[config.mk]
export PLATFORM = sky130hd
export DESIGN_NAME = gddr6_ca_encoder_flat
export DESIGN_NICKNAME = d
export VERILOG_FILES = /design/src/rtl/gddr6_pkg.sv /design/src/rtl/gddr6_ca_encoder_if.sv /design/src/rtl/gddr6_cabi_enc.sv /design/src/rtl/gddr6_ca_encoder.sv /design/src/flat_wrapper.sv
export SDC_FILE = /design/constraint.sdc
export NUM_CORES = 1
export LEC_CHECK = 0
export ABC_AREA = 1
export BUFFER_PORTS_ARGS = -buffer_cell sky130_fd_sc_hd__buf_2
export CAP_MARGIN = 20
export CORE_MARGIN = 3
export CORE_UTILIZATION = 53
export CTS_CLUSTER_DIAMETER = 100
export DETAILED_ROUTE_END_ITERATION = 10
export PLACE_DENSITY = 0.86
export SLEW_MARGIN = 20
export SYNTH_ARGS = -nofsm -noshare
export SYNTH_HDL_FRONTEND = slang
export SYNTH_SLANG_ARGS = --single-unit
export TNS_END_PERCENT = 50
[constraint.sdc]
create_clock -name CLK_t -period 2.2 [get_ports CLK_t]
set_clock_uncertainty 0.15 [all_clocks]
set_input_delay 0.11 -clock CLK_t [delete_from_list [all_inputs] [get_ports CLK_t]]
set_output_delay 0.11 -clock CLK_t [all_outputs]
set_load 0.01 [all_outputs]
[src/rtl/gddr6_pkg.sv]
// Shared GDDR6 command/address definitions: command codes, CA word layout and helpers.
package gddr6_pkg;

    localparam int unsigned CA_W     = 11;
    localparam int unsigned CMD_W    = 5;
    localparam int unsigned BANK_W   = 4;
    localparam int unsigned COL_W    = 7;
    localparam int unsigned BG_W     = 2;
    localparam int unsigned NUM_BG   = 4;
    localparam int unsigned ZCNT_W   = 4;
    localparam int unsigned ZERO_MAX = 5;

    localparam int unsigned TCCD_S_DEF = 2;
    localparam int unsigned TCCD_L_DEF = 4;

    localparam logic [CMD_W-1:0] CMD_NOP = 5'b00000;
    localparam logic [CMD_W-1:0] CMD_ACT = 5'b00100;
    localparam logic [CMD_W-1:0] CMD_RD  = 5'b00101;
    localparam logic [CMD_W-1:0] CMD_RDA = 5'b00110;

    localparam logic [CA_W-1:0] NOP_WORD = 11'h7FF;

    // CA field positions; fixed bits live in the base words below
    localparam int unsigned RISE_COL_LSB  = 0;
    localparam int unsigned RISE_BANK_LSB = 4;
    localparam int unsigned FALL_COLH_LSB = 0;
    localparam int unsigned FALL_AP_BIT   = 4;
    localparam logic [CA_W-1:0] RISE_BASE = 11'b111_0000_0000;
    localparam logic [CA_W-1:0] FALL_BASE = 11'b101_1110_1000;

    typedef struct packed {
        logic [CMD_W-1:0]  ctype;
        logic [BANK_W-1:0] bank;
        logic [COL_W-1:0]  col;
    } cmd_t;

    function automatic logic is_read(input logic [CMD_W-1:0] code);
        return (code == CMD_RD) || (code == CMD_RDA);
    endfunction

    function automatic logic [CA_W-1:0] rise_word(input cmd_t c);
        logic [CA_W-1:0] w;
        w = RISE_BASE;
        w[RISE_BANK_LSB +: BANK_W] = c.bank;
        w[RISE_COL_LSB +: 4]       = c.col[3:0];
        return w;
    endfunction

    function automatic logic [CA_W-1:0] fall_word(input cmd_t c);
        logic [CA_W-1:0] w;
        w = FALL_BASE;
        w[FALL_AP_BIT]         = (c.ctype == CMD_RDA);
        w[FALL_COLH_LSB +: 3]  = c.col[6:4];
        return w;
    endfunction

endpackage

[src/rtl/gddr6_ca_encoder_if.sv]
// Request handshake and CA output bundle of the GDDR6 CA encoder.
interface gddr6_ca_encoder_if;
    import gddr6_pkg::*;

    logic              cmd_valid;
    logic              cmd_ready;
    logic [CMD_W-1:0]  cmd_type;
    logic [BANK_W-1:0] cmd_bank;
    logic [COL_W-1:0]  cmd_col;
    logic [CA_W-1:0]   ca_rise;
    logic [CA_W-1:0]   ca_fall;
    logic              cabi_rise_n;
    logic              cabi_fall_n;
    logic              ca_valid;
    logic              cmd_err;

    modport master (
        output cmd_valid, cmd_type, cmd_bank, cmd_col,
        input  cmd_ready, ca_rise, ca_fall, cabi_rise_n, cabi_fall_n, ca_valid, cmd_err
    );

    modport slave (
        input  cmd_valid, cmd_type, cmd_bank, cmd_col,
        output cmd_ready, ca_rise, ca_fall, cabi_rise_n, cabi_fall_n, ca_valid, cmd_err
    );
endinterface

[src/rtl/gddr6_cabi_enc.sv]
// CA bus inversion: invert an 11-bit word when it carries more than ZERO_MAX zeros.
module gddr6_cabi_enc
    import gddr6_pkg::*;
(
    input  logic [CA_W-1:0] word_in,
    output logic [CA_W-1:0] word_out,
    output logic            inv_n
);
    logic [ZCNT_W-1:0] zeros;
    logic              inv;

    always_comb begin
        zeros = '0;
        for (int i = 0; i < CA_W; i++) begin
            zeros = zeros + ZCNT_W'(~word_in[i]);
        end
    end

    assign inv      = (zeros > ZCNT_W'(ZERO_MAX));
    assign word_out = inv ? ~word_in : word_in;
    assign inv_n    = ~inv;
endmodule

[src/rtl/gddr6_ca_encoder.sv]
// GDDR6 read-command CA encoder with tCCD_S/tCCD_L spacing and a one-entry holding register.
// Optional CA bus inversion is enabled by defining GDDR6_CABI_EN.
module gddr6_ca_encoder
    import gddr6_pkg::*;
#(
    parameter int unsigned TCCD_S = TCCD_S_DEF,
    parameter int unsigned TCCD_L = TCCD_L_DEF,
    parameter int unsigned CNT_W  = 4
) (
    input  logic              CLK_t,
    input  logic              RESET,
    input  logic              bg_en,
    gddr6_ca_encoder_if.slave bus
);
    typedef enum logic [1:0] {IDLE, PEND, ISSUE} state_e;

    state_e          state_q, state_d;
    cmd_t            hold_q, hold_d, req;
    logic            hold_valid_q, hold_valid_d;
    logic [CNT_W-1:0] gcnt_q, gcnt_d;
    logic [CNT_W-1:0] bgcnt_q [NUM_BG];
    logic [CNT_W-1:0] bgcnt_d [NUM_BG];
    logic [CA_W-1:0] rise_q, fall_q, rise_raw, fall_raw, rise_enc, fall_enc;
    logic            rise_inv_n, fall_inv_n, cabi_rise_n_q, cabi_fall_n_q;
    logic            cmd_err_q, cmd_err_d;
    logic [BG_W-1:0] hold_bg;
    logic            issue_now, ready, accept;

    assign req     = '{ctype: bus.cmd_type, bank: bus.cmd_bank, col: bus.cmd_col};
    assign hold_bg = hold_q.bank[3:2];

    // bg_en is used live so a change while pending takes effect at once
    assign issue_now = hold_valid_q && (gcnt_q >= CNT_W'(TCCD_S)) &&
                       (!bg_en || (bgcnt_q[hold_bg] >= CNT_W'(TCCD_L)));
    assign ready     = !RESET && (!hold_valid_q || issue_now);
    assign accept    = bus.cmd_valid && ready;

    assign rise_raw = issue_now ? rise_word(hold_q) : NOP_WORD;
    assign fall_raw = issue_now ? fall_word(hold_q) : NOP_WORD;

`ifdef GDDR6_CABI_EN
    gddr6_cabi_enc u_cabi_rise (.word_in(rise_raw), .word_out(rise_enc), .inv_n(rise_inv_n));
    gddr6_cabi_enc u_cabi_fall (.word_in(fall_raw), .word_out(fall_enc), .inv_n(fall_inv_n));
`else
    assign rise_enc   = rise_raw;
    assign fall_enc   = fall_raw;
    assign rise_inv_n = 1'b1;
    assign fall_inv_n = 1'b1;
`endif

    // Next state, holding register and spacing counters
    always_comb begin
        state_d      = IDLE;
        hold_d       = hold_q;
        hold_valid_d = hold_valid_q;
        cmd_err_d    = 1'b0;
        gcnt_d       = (gcnt_q >= CNT_W'(TCCD_L)) ? gcnt_q : gcnt_q + CNT_W'(1);
        for (int unsigned b = 0; b < NUM_BG; b++) begin
            bgcnt_d[b] = (bgcnt_q[b] >= CNT_W'(TCCD_L)) ? bgcnt_q[b] : bgcnt_q[b] + CNT_W'(1);
        end
        if (issue_now) begin
            gcnt_d           = CNT_W'(1);
            bgcnt_d[hold_bg] = CNT_W'(1);
            hold_valid_d     = 1'b0;
        end
        if (accept) begin
            if (is_read(bus.cmd_type)) begin
                hold_d       = req;
                hold_valid_d = 1'b1;
            end else begin
                cmd_err_d = 1'b1;
            end
        end
        if (issue_now) begin
            state_d = ISSUE;
        end else if (hold_valid_d) begin
            state_d = PEND;
        end
    end

    always_ff @(posedge CLK_t) begin
        if (RESET) begin
            state_q       <= IDLE;
            hold_q        <= '0;
            hold_valid_q  <= 1'b0;
            gcnt_q        <= CNT_W'(TCCD_L);
            for (int unsigned b = 0; b < NUM_BG; b++) bgcnt_q[b] <= CNT_W'(TCCD_L);
            rise_q        <= NOP_WORD;
            fall_q        <= NOP_WORD;
            cabi_rise_n_q <= 1'b1;
            cabi_fall_n_q <= 1'b1;
            cmd_err_q     <= 1'b0;
        end else begin
            state_q       <= state_d;
            hold_q        <= hold_d;
            hold_valid_q  <= hold_valid_d;
            gcnt_q        <= gcnt_d;
            for (int unsigned b = 0; b < NUM_BG; b++) bgcnt_q[b] <= bgcnt_d[b];
            rise_q        <= rise_enc;
            fall_q        <= fall_enc;
            cabi_rise_n_q <= rise_inv_n;
            cabi_fall_n_q <= fall_inv_n;
            cmd_err_q     <= cmd_err_d;
        end
    end

    assign bus.cmd_ready   = ready;
    assign bus.ca_rise     = rise_q;
    assign bus.ca_fall     = fall_q;
    assign bus.cabi_rise_n = cabi_rise_n_q;
    assign bus.cabi_fall_n = cabi_fall_n_q;
    assign bus.ca_valid    = (state_q == ISSUE);
    assign bus.cmd_err     = cmd_err_q;
endmodule

[src/flat_wrapper.sv]
// flat-port wrapper written by rule: the top's interface ports become plain ports
module gddr6_ca_encoder_flat import gddr6_pkg::*;
#(
    parameter int unsigned TCCD_S = TCCD_S_DEF,
    parameter int unsigned TCCD_L = TCCD_L_DEF,
    parameter int unsigned CNT_W  = 4
)
  (CLK_t, RESET, bg_en, bus_cmd_valid, bus_cmd_type, bus_cmd_bank, bus_cmd_col, bus_cmd_ready, bus_ca_rise, bus_ca_fall, bus_cabi_rise_n, bus_cabi_fall_n, bus_ca_valid, bus_cmd_err);
  gddr6_ca_encoder_if bus_i ();
  input  logic CLK_t;
  input  logic RESET;
  input  logic bg_en;
  input wire logic [$bits(bus_i.cmd_valid)-1:0] bus_cmd_valid;
  input wire logic [$bits(bus_i.cmd_type)-1:0] bus_cmd_type;
  input wire logic [$bits(bus_i.cmd_bank)-1:0] bus_cmd_bank;
  input wire logic [$bits(bus_i.cmd_col)-1:0] bus_cmd_col;
  output wire logic [$bits(bus_i.cmd_ready)-1:0] bus_cmd_ready;
  output wire logic [$bits(bus_i.ca_rise)-1:0] bus_ca_rise;
  output wire logic [$bits(bus_i.ca_fall)-1:0] bus_ca_fall;
  output wire logic [$bits(bus_i.cabi_rise_n)-1:0] bus_cabi_rise_n;
  output wire logic [$bits(bus_i.cabi_fall_n)-1:0] bus_cabi_fall_n;
  output wire logic [$bits(bus_i.ca_valid)-1:0] bus_ca_valid;
  output wire logic [$bits(bus_i.cmd_err)-1:0] bus_cmd_err;
  assign bus_i.cmd_valid = bus_cmd_valid;
  assign bus_i.cmd_type = bus_cmd_type;
  assign bus_i.cmd_bank = bus_cmd_bank;
  assign bus_i.cmd_col = bus_cmd_col;
  assign bus_cmd_ready = bus_i.cmd_ready;
  assign bus_ca_rise = bus_i.ca_rise;
  assign bus_ca_fall = bus_i.ca_fall;
  assign bus_cabi_rise_n = bus_i.cabi_rise_n;
  assign bus_cabi_fall_n = bus_i.cabi_fall_n;
  assign bus_ca_valid = bus_i.ca_valid;
  assign bus_cmd_err = bus_i.cmd_err;
  gddr6_ca_encoder #(.TCCD_S(TCCD_S), .TCCD_L(TCCD_L), .CNT_W(CNT_W)) u_core (.CLK_t(CLK_t), .RESET(RESET), .bg_en(bg_en), .bus(bus_i));
endmodule
======== Yosys cells after proc, flatten, opt, wreduce, memory -nomap -nowiden ========
Memories as Yosys holds them, arrays and structs flattened. A register that Yosys moved wholly into a read port is not among the register bits.
Cells that the tools add are included.
word-level totals
  bits in registers ....................... 46
  latch bits .............................. 0
  bits in writable memories ............... 16
  bits in read-only memories .............. 0
  bits of input ports ..................... 20
  output and inout port bits .............. 27
  logic and storage cells ................. 83
  memories ................................ 1
operators by class
  $add $sub $neg .......................... 5
  multiply operators ...................... 0
  divide/modulo/power cells ............... 0
  magnitude comparators ................... 9
  eq/ne operators ......................... 5
  shift-type cells ........................ 0
  mux-type cells .......................... 25
  bitwise logic cells ..................... 10
  reduce and logical (&&, ||, !) cells .... 15
memories
  memory          depth  width  rd ports  clocked after Yosys merged registers in  wr ports  RTL line                text
  u_core.bgcnt_q  4      4      5         1                                        4         gddr6_ca_encoder.sv:21  logic [CNT_W-1:0] bgcnt_q [NUM_BG];
operators with widths
  kind                 count
  $mux 4               9
  $ge 4x3->1 const B   6
  $add 4x1->4 const B  5
  $mux 16              1
  $eq 5x3->1 const B   3
  $and 12x12->12       1
  $not 12->12          1
  $mux 10              1
  $demux 4 s2          1
  $mux 1               8
  $mux 2               3
  $mux 3               2
  $reduce_or 2->1      3
  $logic_and 1x1->1    5
  $ge 4x2->1 const B   1
  $or 1x1->1           4
  $or 4x4->4           1
  $ge 3x3->1 const B   1
  $logic_not 1->1      3
  $logic_or 1x1->1     3
  $lt 3x1->1 const B   1
  $not 2->3            1
  $eq 2x2->1 const B   1
  $ne 2x1->1 const B   1
  other kinds (2)      3

======== Longest topological paths before layout ========
Gate-level depths: netlist of the first run.
  word-level depth ........................ 9
  gate-level depth with buffers ........... 13
  mapped depth without buffers ............ 12

======== Worst setup path after synthesis of the first run ========
Ideal clock, no wire load.
  path kind ............................... reg2reg
  from .................................... register u_core.gcnt_q[0]
  to ...................................... register (tool-made name)
  library setup time ...................... 116 ps
  data arrival time ....................... 1334 ps
  required time ........................... 1934 ps
  path slack .............................. 600 ps
  cell stages (with the launch flop) ...... 11
  buffers on the path ..................... 1
  period minus slack after synthesis ...... 1600 ps
  cells stage by stage .................... dfxtp_1 inv_1 ha_1 nor2_1 a21boi_0 nand2_2 nand2_4 nand4_4 buf_6 nor2_1 nor2_1
RTL lines
  what                      RTL line                text
  start: declaration        gddr6_ca_encoder.sv:20  logic [CNT_W-1:0] gcnt_q, gcnt_d;
  start signal: assignment  gddr6_ca_encoder.sv:86  gcnt_q <= CNT_W'(TCCD_L);
  start signal: assignment  gddr6_ca_encoder.sv:97  gcnt_q <= gcnt_d;

======== Worst setup path in the final report of the first run ========
  from .................................... register u_core.gcnt_q[1]
  to ...................................... register u_core.cmd_err_q, in the netlist u_core.bus.cmd_err
on the way
  word-level cells in the longest chain between the ends .. 8
ends and longest elaborated chain
  what                              RTL line                 text
  $ge 4x2->1                        gddr6_ca_encoder.sv:33   assign issue_now = hold_valid_q && (gcnt_q >= CNT_W'(TCCD_S)) &&
  $logic_and 1x1->1 (2 in a row)    gddr6_ca_encoder.sv:33
  $logic_or 1x1->1                  gddr6_ca_encoder.sv:35   assign ready = !RESET && (!hold_valid_q || issue_now);
  $logic_and 1x1->1                 gddr6_ca_encoder.sv:35
  $logic_and 1x1->1                 gddr6_ca_encoder.sv:36   assign accept = bus.cmd_valid && ready;
  $not 1->1 (no source line)        n/a
  $reduce_or 2->1 (no source line)  n/a
  end signal: assignment            gddr6_ca_encoder.sv:103  cmd_err_q <= cmd_err_d;
  end: declaration                  gddr6_ca_encoder.sv:25   logic cmd_err_q, cmd_err_d;
No other way between the ends.
A chain may end at the register's enable or synchronous reset.

==> flow_metrics.tcl, run 1 <==
set metrics [dict create \
    endpoint_kind "flip-flop" \
    fmax_mhz 498 \
    die_area_sq_mm 0.00497 \
    regArea_sq_mm 0.00110 \
    final_cells 376 \
    dieHeight_um 70.5 \
    wl_mm 4.13 \
    num_io_pins 47 \
    hp-class "in2reg" \
    synth_seq_cells 55 \
    grt_max_degree 31 \
    syn_inst 276 \
    drive_gt1_frac 0.186 \
    r2r-end "u_core.bus.cmd_err" \
    num_vias 1751 \
    p_leak_nw 1.37 \
    clock-sinks 55 \
    preCtsSetupSlack_ps 210 \
    reg2reg_depth 8 \
    cts_root_buf "clkbuf_8" \
    min_period_over_period 0.912 \
    area_growth_pct 20.3 \
    viasPerCell 4.66 \
    grt_util_all_layers 0.183 \
    drt_iter0_markers 53 \
    dp.final_hpwl_mm 2.66 \
    die_w_um 70.5 \
    maxSlewViolCount 0 \
    clk_latency_ps 310 \
    synth_area_sq_mm 0.00220 \
    fillerInstances 304 \
    powerDensity_mw_per_mm2 710 \
    setup_slack_ps 193 \
    min_path_cells 4 \
    grt_setup_unrepaired "false" \
    async_reset_ff_frac 0 \
    hold_path.startpoint "bg_en" \
    arrival_ps 2110 \
    maxCapViolCount 0 \
    ys.warnings.count 0 \
    rrSetupSlack_ps 190 \
    most-common-layout-cells "62 x nand2_1, 55 x dfxtp_1, 44 x inv_1, 38 x nor2_1, 35 x buf_2" \
    status "complete, no violations" \
    place.gp.congestion 0.771 \
    whs_endpoint "u_core.gcnt_q[0]" \
    worstPathMaxFanout 6 \
    ys_seq_area_frac 0.499 \
    rows 22 \
    layout_commonest_cell "nand2_1" \
    grt.overflow.total 0 \
    finalSetupViolCount 0 \
    antenna_found_initial 0 \
    cp.required_ps 2300 \
    ir_drop_mv 0.426 \
    start_kind "flip-flop" \
    finalSetupTns_ps 0 \
    ant_nets 0 \
    postSynthAreaPerCell_sq_um 7.99 \
    cts_buffers 5 \
    h-tree-depth 2 \
    portBuffers 35 \
    path_clk_slew_ps 90 \
    clockBufferDepth 2 \
    place_inst 352 \
    drcViolationCount 0 \
    avgRoutedWirePerCell_um 11.0 \
    cts_tree "yes" \
    num_antenna_cells 0 \
    crit_type "reg2reg" \
    multiInputGateArea_sq_um 828 \
    fin_crit_ps 2010 \
    post_cts_buffers 0 \
    core_area_sq_mm 0.00383 \
    final_nets 353 \
    totalPowerFinal_w 0.00188 \
    synth.distinct_cells 26 \
    hold_viol_final 0 \
    drtPass1Iterations 4 \
    synth-edff-count 0 \
    r2r-start "u_core.gcnt_q[1]" \
    yosys_most_used_dff "dfxtp_1" \
    grt_pass1_vias 1671 \
    grt_pass1_wl_mm 7.16 \
    initial_core_util 0.576 \
]
==> power by group <==
part,switching (W),total (W),internal (W)
combinational,0.0000565,0.000103,0.0000463
clock,0.000317,0.000770,0.000453
sequential,0.00000457,0.00101,0.00100
==> final cells by class <==
cell class / count / area share
clock buffers: 5 / 0.0259
multi-input cells: 165 / 0.312
well taps: 48 / 0.0226
clock inverters: 3 / 0.0255
flip-flops and latches: 55 / 0.415
repair buffers: 53 / 0.132
inverters: 47 / 0.0665
==> sequential cells by signal, summed over array words and instances (netlist names), named ones only <==
register / flops
u_core.hold_q: 14
u_core.bus.cmd_err: 1
u_core.hold_valid_q: 1
u_core.gcnt_q: 4
u_core.bus.ca_rise: 8
u_core.hold_bg: 2
u_core.bgcnt_q: 16
u_core.bus.ca_fall: 5
u_core.state_q: 2
==> Yosys cell counts, types with 4 or more instances <==
master / number / area share
nand2_1: 62 / 0.11
o21ai_0: 4 / 0.0091
buf_4: 14 / 0.048
nand3_1: 11 / 0.025
a21oi_1: 10 / 0.023
nand2_2: 6 / 0.017
nor2_1: 38 / 0.065
xor2_1: 4 / 0.016
inv_1: 44 / 0.075
ha_1: 6 / 0.034
dfxtp_1: 55 / 0.50
==> worst max-delay path by stage <==
stage               cells after the start              from                  to  slack [ps]
floorplan                              10  u_core.gcnt_q[0]           flip-flop         600
global placement                        9  u_core.gcnt_q[0]           flip-flop         340
detailed placement                      8  u_core.gcnt_q[1]           flip-flop         210
CTS                                     8  u_core.gcnt_q[1]  u_core.bus.cmd_err         100
global route                            9  u_core.gcnt_q[0]  u_core.bus.cmd_err          60
finish                                  8  u_core.gcnt_q[1]  u_core.bus.cmd_err         190
==> kinds of logic (layout without fill, tap and decap cells) <==
logic type	Yosys count	in the layout	synth area share
other cells	1	11	0.00170
simple gates	123	123	0.245
fa+ha+maj	6	6	0.0341
mux	1	1	0.00511
compound gates	19	19	0.0511
flops	55	55	0.499
buf+inv	66	108	0.144
xor+xnor	5	5	0.0199
==> critical path: stages (launching register included) <==
cell and delay (ps):
dfxtp_1 410, ha_1 180, nor2_1 40, a21boi_1 170, nand2_2 130, a21oi_2 180, nand2_1 70, nor2_1 80
dlygate4sd3_1 550
==> layer usage <==
layer  vias up  track usage  routed length, um
li1        907            -                  -
met1       794        0.198               1720
met2        37        0.323               2120
met3        13       0.0561                170
met4         0       0.0830                116
met5         -            0                  0
==> metrics by stage <==
| stage | hold slack (ps) | util | instance area, sq um |
|---|---|---|---|
| 6_report | 58.0 | 0.693 | 2650 |
| 5_1_grt | 96.5 | 0.693 | 2650 |
| 4_1_cts | 44.1 | 0.692 | 2650 |
| 3_5_place_dp | 185 | 0.615 | 2350 |
| 3_3_place_gp | 185 | 0.615 | 2350 |
| 2_1_floorplan | 82.7 | - | 2240 |
==> what timing repair did <==
item | 4_1_cts | 5_1_grt
endpoints found under the hold margin | 23 | 0
setup endpoints to repair | 0 | 1
hold buffers | 16 | 0
gates resized for setup | 0 | 2
Power figures use the tool's default switching activity.
==> run 2, diff against run 1 <==
Settings changed: RECOVER_POWER set to 25.
==> run 2 against run 1 <==
Sequential share of layout area grew 0.30 points. Hold slack is essentially flat. Maximum frequency shrank 0.28%. Register-to-register slack is essentially flat. Worst setup slack lost 5.6 ps. First-iteration DRC count grew 9.4%. Routed wire length shrank 0.15%. Global-route usage is the same. Flip-flop and latch count is the same. Critical endpoint unchanged.
==> flow_metrics.tcl, run 2 (same netlist as run 1, synthesis figures left out) <==
set metrics [dict create \
    status "complete, no violations" \
    post_cts_buffers 0 \
    place_area_sq_mm 0.00235 \
    grt_setup_unrepaired "false" \
    ir_drop_mv 0.425 \
    largest_reg_flops 16 \
    fmax_mhz 497 \
    wl_mm 4.13 \
    grt_util_all_layers 0.183 \
    start_kind "flip-flop" \
    rrSetupSlack_ps 190 \
    regArea_sq_mm 0.00110 \
    regMostFlops "u_core.bgcnt_q" \
    fin_area_sq_mm 0.00263 \
    fin_crit_ps 2010 \
    drtPass1Iterations 4 \
    crit_type "reg2reg" \
    hold_viol_final 0 \
    die_area_sq_mm 0.00497 \
    antenna_found_initial 0 \
    most-common-layout-cells "62 x nand2_1, 55 x dfxtp_1, 44 x inv_1, 38 x nor2_1, 20 x buf_2" \
    ant_nets 0 \
    num_antenna_cells 0 \
    final_nets 353 \
    clockBufferDepth 2 \
    rows 22 \
    viasPerCell 4.63 \
    crit_end "u_core.bus.cmd_err" \
    drt_iter0_markers 58 \
    layout_commonest_cell "nand2_1" \
    preCtsSetupSlack_ps 210 \
    r2r-start "u_core.gcnt_q[1]" \
    h-tree-depth 2 \
    maxCapViolCount 0 \
    clock-sinks 55 \
    path_clk_slew_ps 90 \
    num_vias 1742 \
    dieHeight_um 70.5 \
    core_area_sq_mm 0.00383 \
    hold_path.startpoint "bg_en" \
    fillerInstances 316 \
    p_leak_nw 1.35 \
    multiInputGateArea_sq_um 828 \
    worstPathMaxFanout 6 \
    cts_root_buf "clkbuf_8" \
    endpoint_kind "flip-flop" \
    drcViolationCount 0 \
    num_io_pins 47 \
    crit_start "u_core.gcnt_q[1]" \
    grt_max_degree 31 \
    r2r-end "u_core.bus.cmd_err" \
    cp.required_ps 2300 \
    clk_latency_ps 310 \
    powerDensity_mw_per_mm2 714 \
    setup_slack_ps 188 \
    dp.final_hpwl_mm 2.66 \
    initial_core_util 0.576 \
    arrival_ps 2120 \
    grt_pass1_wl_mm 7.16 \
    grt_pass1_vias 1671 \
    place.gp.congestion 0.771 \
    cts_tree "yes" \
    reg2reg_depth 8 \
    cts_buffers 5 \
    finalSetupViolCount 0 \
    maxSlewViolCount 0 \
    die_w_um 70.5 \
    portBuffers 35 \
    min_period_over_period 0.915 \
    grt.overflow.total 0 \
    area_growth_pct 19.5 \
    hp-class "in2reg" \
    drive_gt1_frac 0.140 \
    avgRoutedWirePerCell_um 11.0 \
    finalSetupTns_ps 0 \
]
==> run 2: cell types whose count changed in the layout (fill, tap and decap cells not counted) <==
cell      previous run  this run
buf_2               35        20
clkbuf_1             0        15
==> run 2: worst max-delay path: stages (launching register included) <==
cell and delay, ps:
dfxtp_1 410, ha_1 180, nor2_1 40, a21boi_1 170, nand2_2 130, a21oi_2 180, nand2_1 70, nor2_1 80
dlygate4sd3_1 550
==> run 2: per-layer routing <==
layer	wire length [um]	vias up	GRT usage
li1	-	907	-
met5	0	-	0
met2	2100	38	0.323
met4	116	0	0.0830
met1	1730	784	0.198
met3	179	13	0.0561
==> run 2: power by group <==
group,switching [W],total [W],internal [W]
registers,0.00000465,0.00101,0.00100
logic,0.0000565,0.000102,0.0000455
clock network,0.000315,0.000768,0.000453
==> run 2: timing repair <==
action / CTS / global route
endpoints found under the hold margin: 23 / 0
hold buffers: 16 / 0
resized for setup: 0 / 2
endpoints found under the setup margin: 0 / 1
==> run 2: final cells by class <==
class                      instances  area share
sequential                        55       0.418
multi-input combinational        165       0.314
timing repair buffer              53       0.126
inverter                          47      0.0670
clock buffer                       5      0.0261
clock inverter                     3      0.0257
tap                               48      0.0228
==> run 2: worst min-delay path by stage <==
| stage | to | slack [ps] | cells after the start |
|---|---|---|---|
| 3_3_place_gp | u_core.hold_q[4] | 180 | 3 |
| 3_5_place_dp | u_core.hold_q[8] | 190 | 3 |
| 5_1_grt | u_core.gcnt_q[0] | 100 | 4 |
| 4_1_cts | u_core.gcnt_q[0] | 40 | 4 |
| 6_report | u_core.gcnt_q[0] | 60 | 4 |
| 2_1_floorplan | u_core.bus.cmd_err | 80 | 2 |
==> run 2: per-stage QoR <==
step,hold slack (ps),total power (W),util,instances
global placement,185,0.00111,0.615,352
CTS,44.1,0.00190,0.692,376
detailed placement,185,0.00111,0.615,352
floorplan,82.7,0.00109,-,286
global route,96.5,0.00196,0.688,376
finish,58.5,0.00188,0.688,376
==> run 3, diff against run 2 <==
Settings changed: CORE_UTILIZATION 53 to 57, PLACE_DENSITY 0.86 to 0.91.
Clock period 2.2 ns to 2.6 ns, I/O delays scaled along.
==> run 3 against run 2 <==
Largest power group unchanged. Utilization rose by 5.2 points. Die area fell by 6.4%. Non-clock buffer count did not move. Hold slack improved by 74 ps. Critical path type unchanged. Maximum frequency fell by 4.4%. Register-to-register slack improved by 310 ps. Count of clock-buffer cells in the layout rose by 1. Sequential power fell by 15%. Via count rose by 2.2%. Global-route usage rose by 2.7 points. Sequential share of layout area rose by 0.44 points. Largest cell class unchanged. Flip-flop and latch count did not move.
==> flow_metrics.tcl, run 3 (same netlist as run 1, synthesis figures left out) <==
set metrics [dict create \
    initial_core_util 0.626 \
    reg2reg_depth 9 \
    regMostFlops "u_core.bgcnt_q" \
    num_vias 1781 \
    drtPass1Iterations 5 \
    drt_iter0_markers 89 \
    cts_tree "yes" \
    crit_end "u_core.bus.cmd_err" \
    core_area_sq_mm 0.00352 \
    dp.final_hpwl_mm 2.83 \
    crit_type "reg2reg" \
    rrSetupSlack_ps 490 \
    path_clk_slew_ps 90 \
    drive_gt1_frac 0.134 \
    portBuffers 35 \
    ant_nets 0 \
    totalPowerFinal_w 0.00152 \
    post_cts_resized 0 \
    grt_max_degree 31 \
    die_area_sq_mm 0.00465 \
    clockBufferDepth 2 \
    r2r-end "u_core.bus.cmd_err" \
    rows 21 \
    p_leak_nw 1.34 \
    endpoint_kind "flip-flop" \
    r2r-start "u_core.gcnt_q[0]" \
    grt_pass1_wl_mm 7.22 \
    cts_hold_buf 16 \
    min_period_over_period 0.810 \
    viasPerCell 4.76 \
    clk_latency_ps 310 \
    fin_crit_ps 2110 \
    grt_pass1_vias 1732 \
    grt.overflow.total 0 \
    crit_start "u_core.gcnt_q[0]" \
    arrival_ps 2220 \
    fmax_mhz 475 \
    grt_util_all_layers 0.210 \
    grt_setup_unrepaired "false" \
    cts_buffers 5 \
    cts_root_buf "clkbuf_8" \
    maxCapViolCount 0 \
    hp-class "in2reg" \
    ir_drop_mv 0.404 \
    cp.required_ps 2710 \
    drcViolationCount 0 \
    layout_commonest_cell "nand2_1" \
    largest_reg_flops 16 \
    most-common-layout-cells "63 x nand2_1, 55 x dfxtp_1, 44 x inv_1, 38 x nor2_1, 20 x buf_2" \
    clock-sinks 55 \
    worstPathMaxFanout 6 \
    finalSetupTns_ps 0 \
    powerDensity_mw_per_mm2 583 \
    status "complete, no violations" \
    avgRoutedWirePerCell_um 11.9 \
    final_nets 353 \
    num_io_pins 47 \
    area_growth_pct 18.2 \
    post_cts_buffers 0 \
    start_kind "flip-flop" \
    maxSlewViolCount 0 \
    wl_mm 4.44 \
    place.gp.congestion 0.797 \
    antenna_found_initial 0 \
    die_w_um 68.2 \
    hold_viol_final 0 \
    finalSetupViolCount 0 \
    dieHeight_um 68.2 \
    num_antenna_cells 0 \
    h-tree-depth 2 \
]
## run 3: changes by cell type in the layout (fill, tap and decap cells not counted)
cell and delta:
a21boi_0 +1, a21boi_1 -1, a21oi_1 +1, a21oi_2 -1, bufinv_16 -1, clkbuf_8 +1, clkinv_2 +1, clkinvlp_4 -1
nand2_1 +1, nand2_2 -1
## run 3: how the worst min path moves through the flow
stage	from	endpoint	slack (ps)	cells after the start
after detailed placement	bus_cmd_col[3]	u_core.hold_q[3]	210	3
final	bg_en	u_core.gcnt_q[0]	130	4
after global placement	bus_cmd_col[3]	u_core.hold_q[3]	200	3
after global routing	bg_en	u_core.gcnt_q[0]	170	4
after CTS	bg_en	u_core.gcnt_q[0]	50	4
after floorplan	bus_cmd_valid	u_core.bus.cmd_err	100	2
## run 3: critical path: stages (launching register included)
cell and delay (ps):
dfxtp_1 320, inv_1 90, ha_1 160, nor2_1 40
a21boi_0 170, nand2_1 190, a21oi_1 230, nand2_1 70
nor2_1 80, dlygate4sd3_1 550
## run 3: power by group
part	switching, W	internal [W]
Combinational	0.0000479	0.0000381
Clock	0.000269	0.000312
Sequential	0.00000394	0.000850
Total	0.000320	0.00120
## run 3: area by class of cell
class / count / area (sq um)
clock buffer: 6 / 82.6
clock inverter: 2 / 35.0
fill: 261 / 915
inverter: 47 / 176
multi-input combinational: 165 / 822
sequential: 55 / 1100
tap: 46 / 57.6
timing repair buffer: 53 / 332
## run 3: per-stage QoR
step | utilization | cells | hold WS (ps) | cell area [sq um] | setup slack [ps]
global route | 0.740 | 374 | 173 | 2610 | 338
global placement | 0.667 | 350 | 202 | 2350 | 736
CTS | 0.746 | 374 | 54.2 | 2630 | 540
detailed placement | 0.667 | 350 | 209 | 2350 | 608
finish | 0.740 | 374 | 133 | 2610 | 494
floorplan | - | 286 | 103 | 2240 | 1000
## run 3: layer usage
metal  up-vias  share of wire  track usage
met5         -              0            0
met4         0          0.028        0.114
li1        904              -            -
met2        57           0.54        0.384
met1       808           0.38        0.224
met3        12          0.046       0.0427
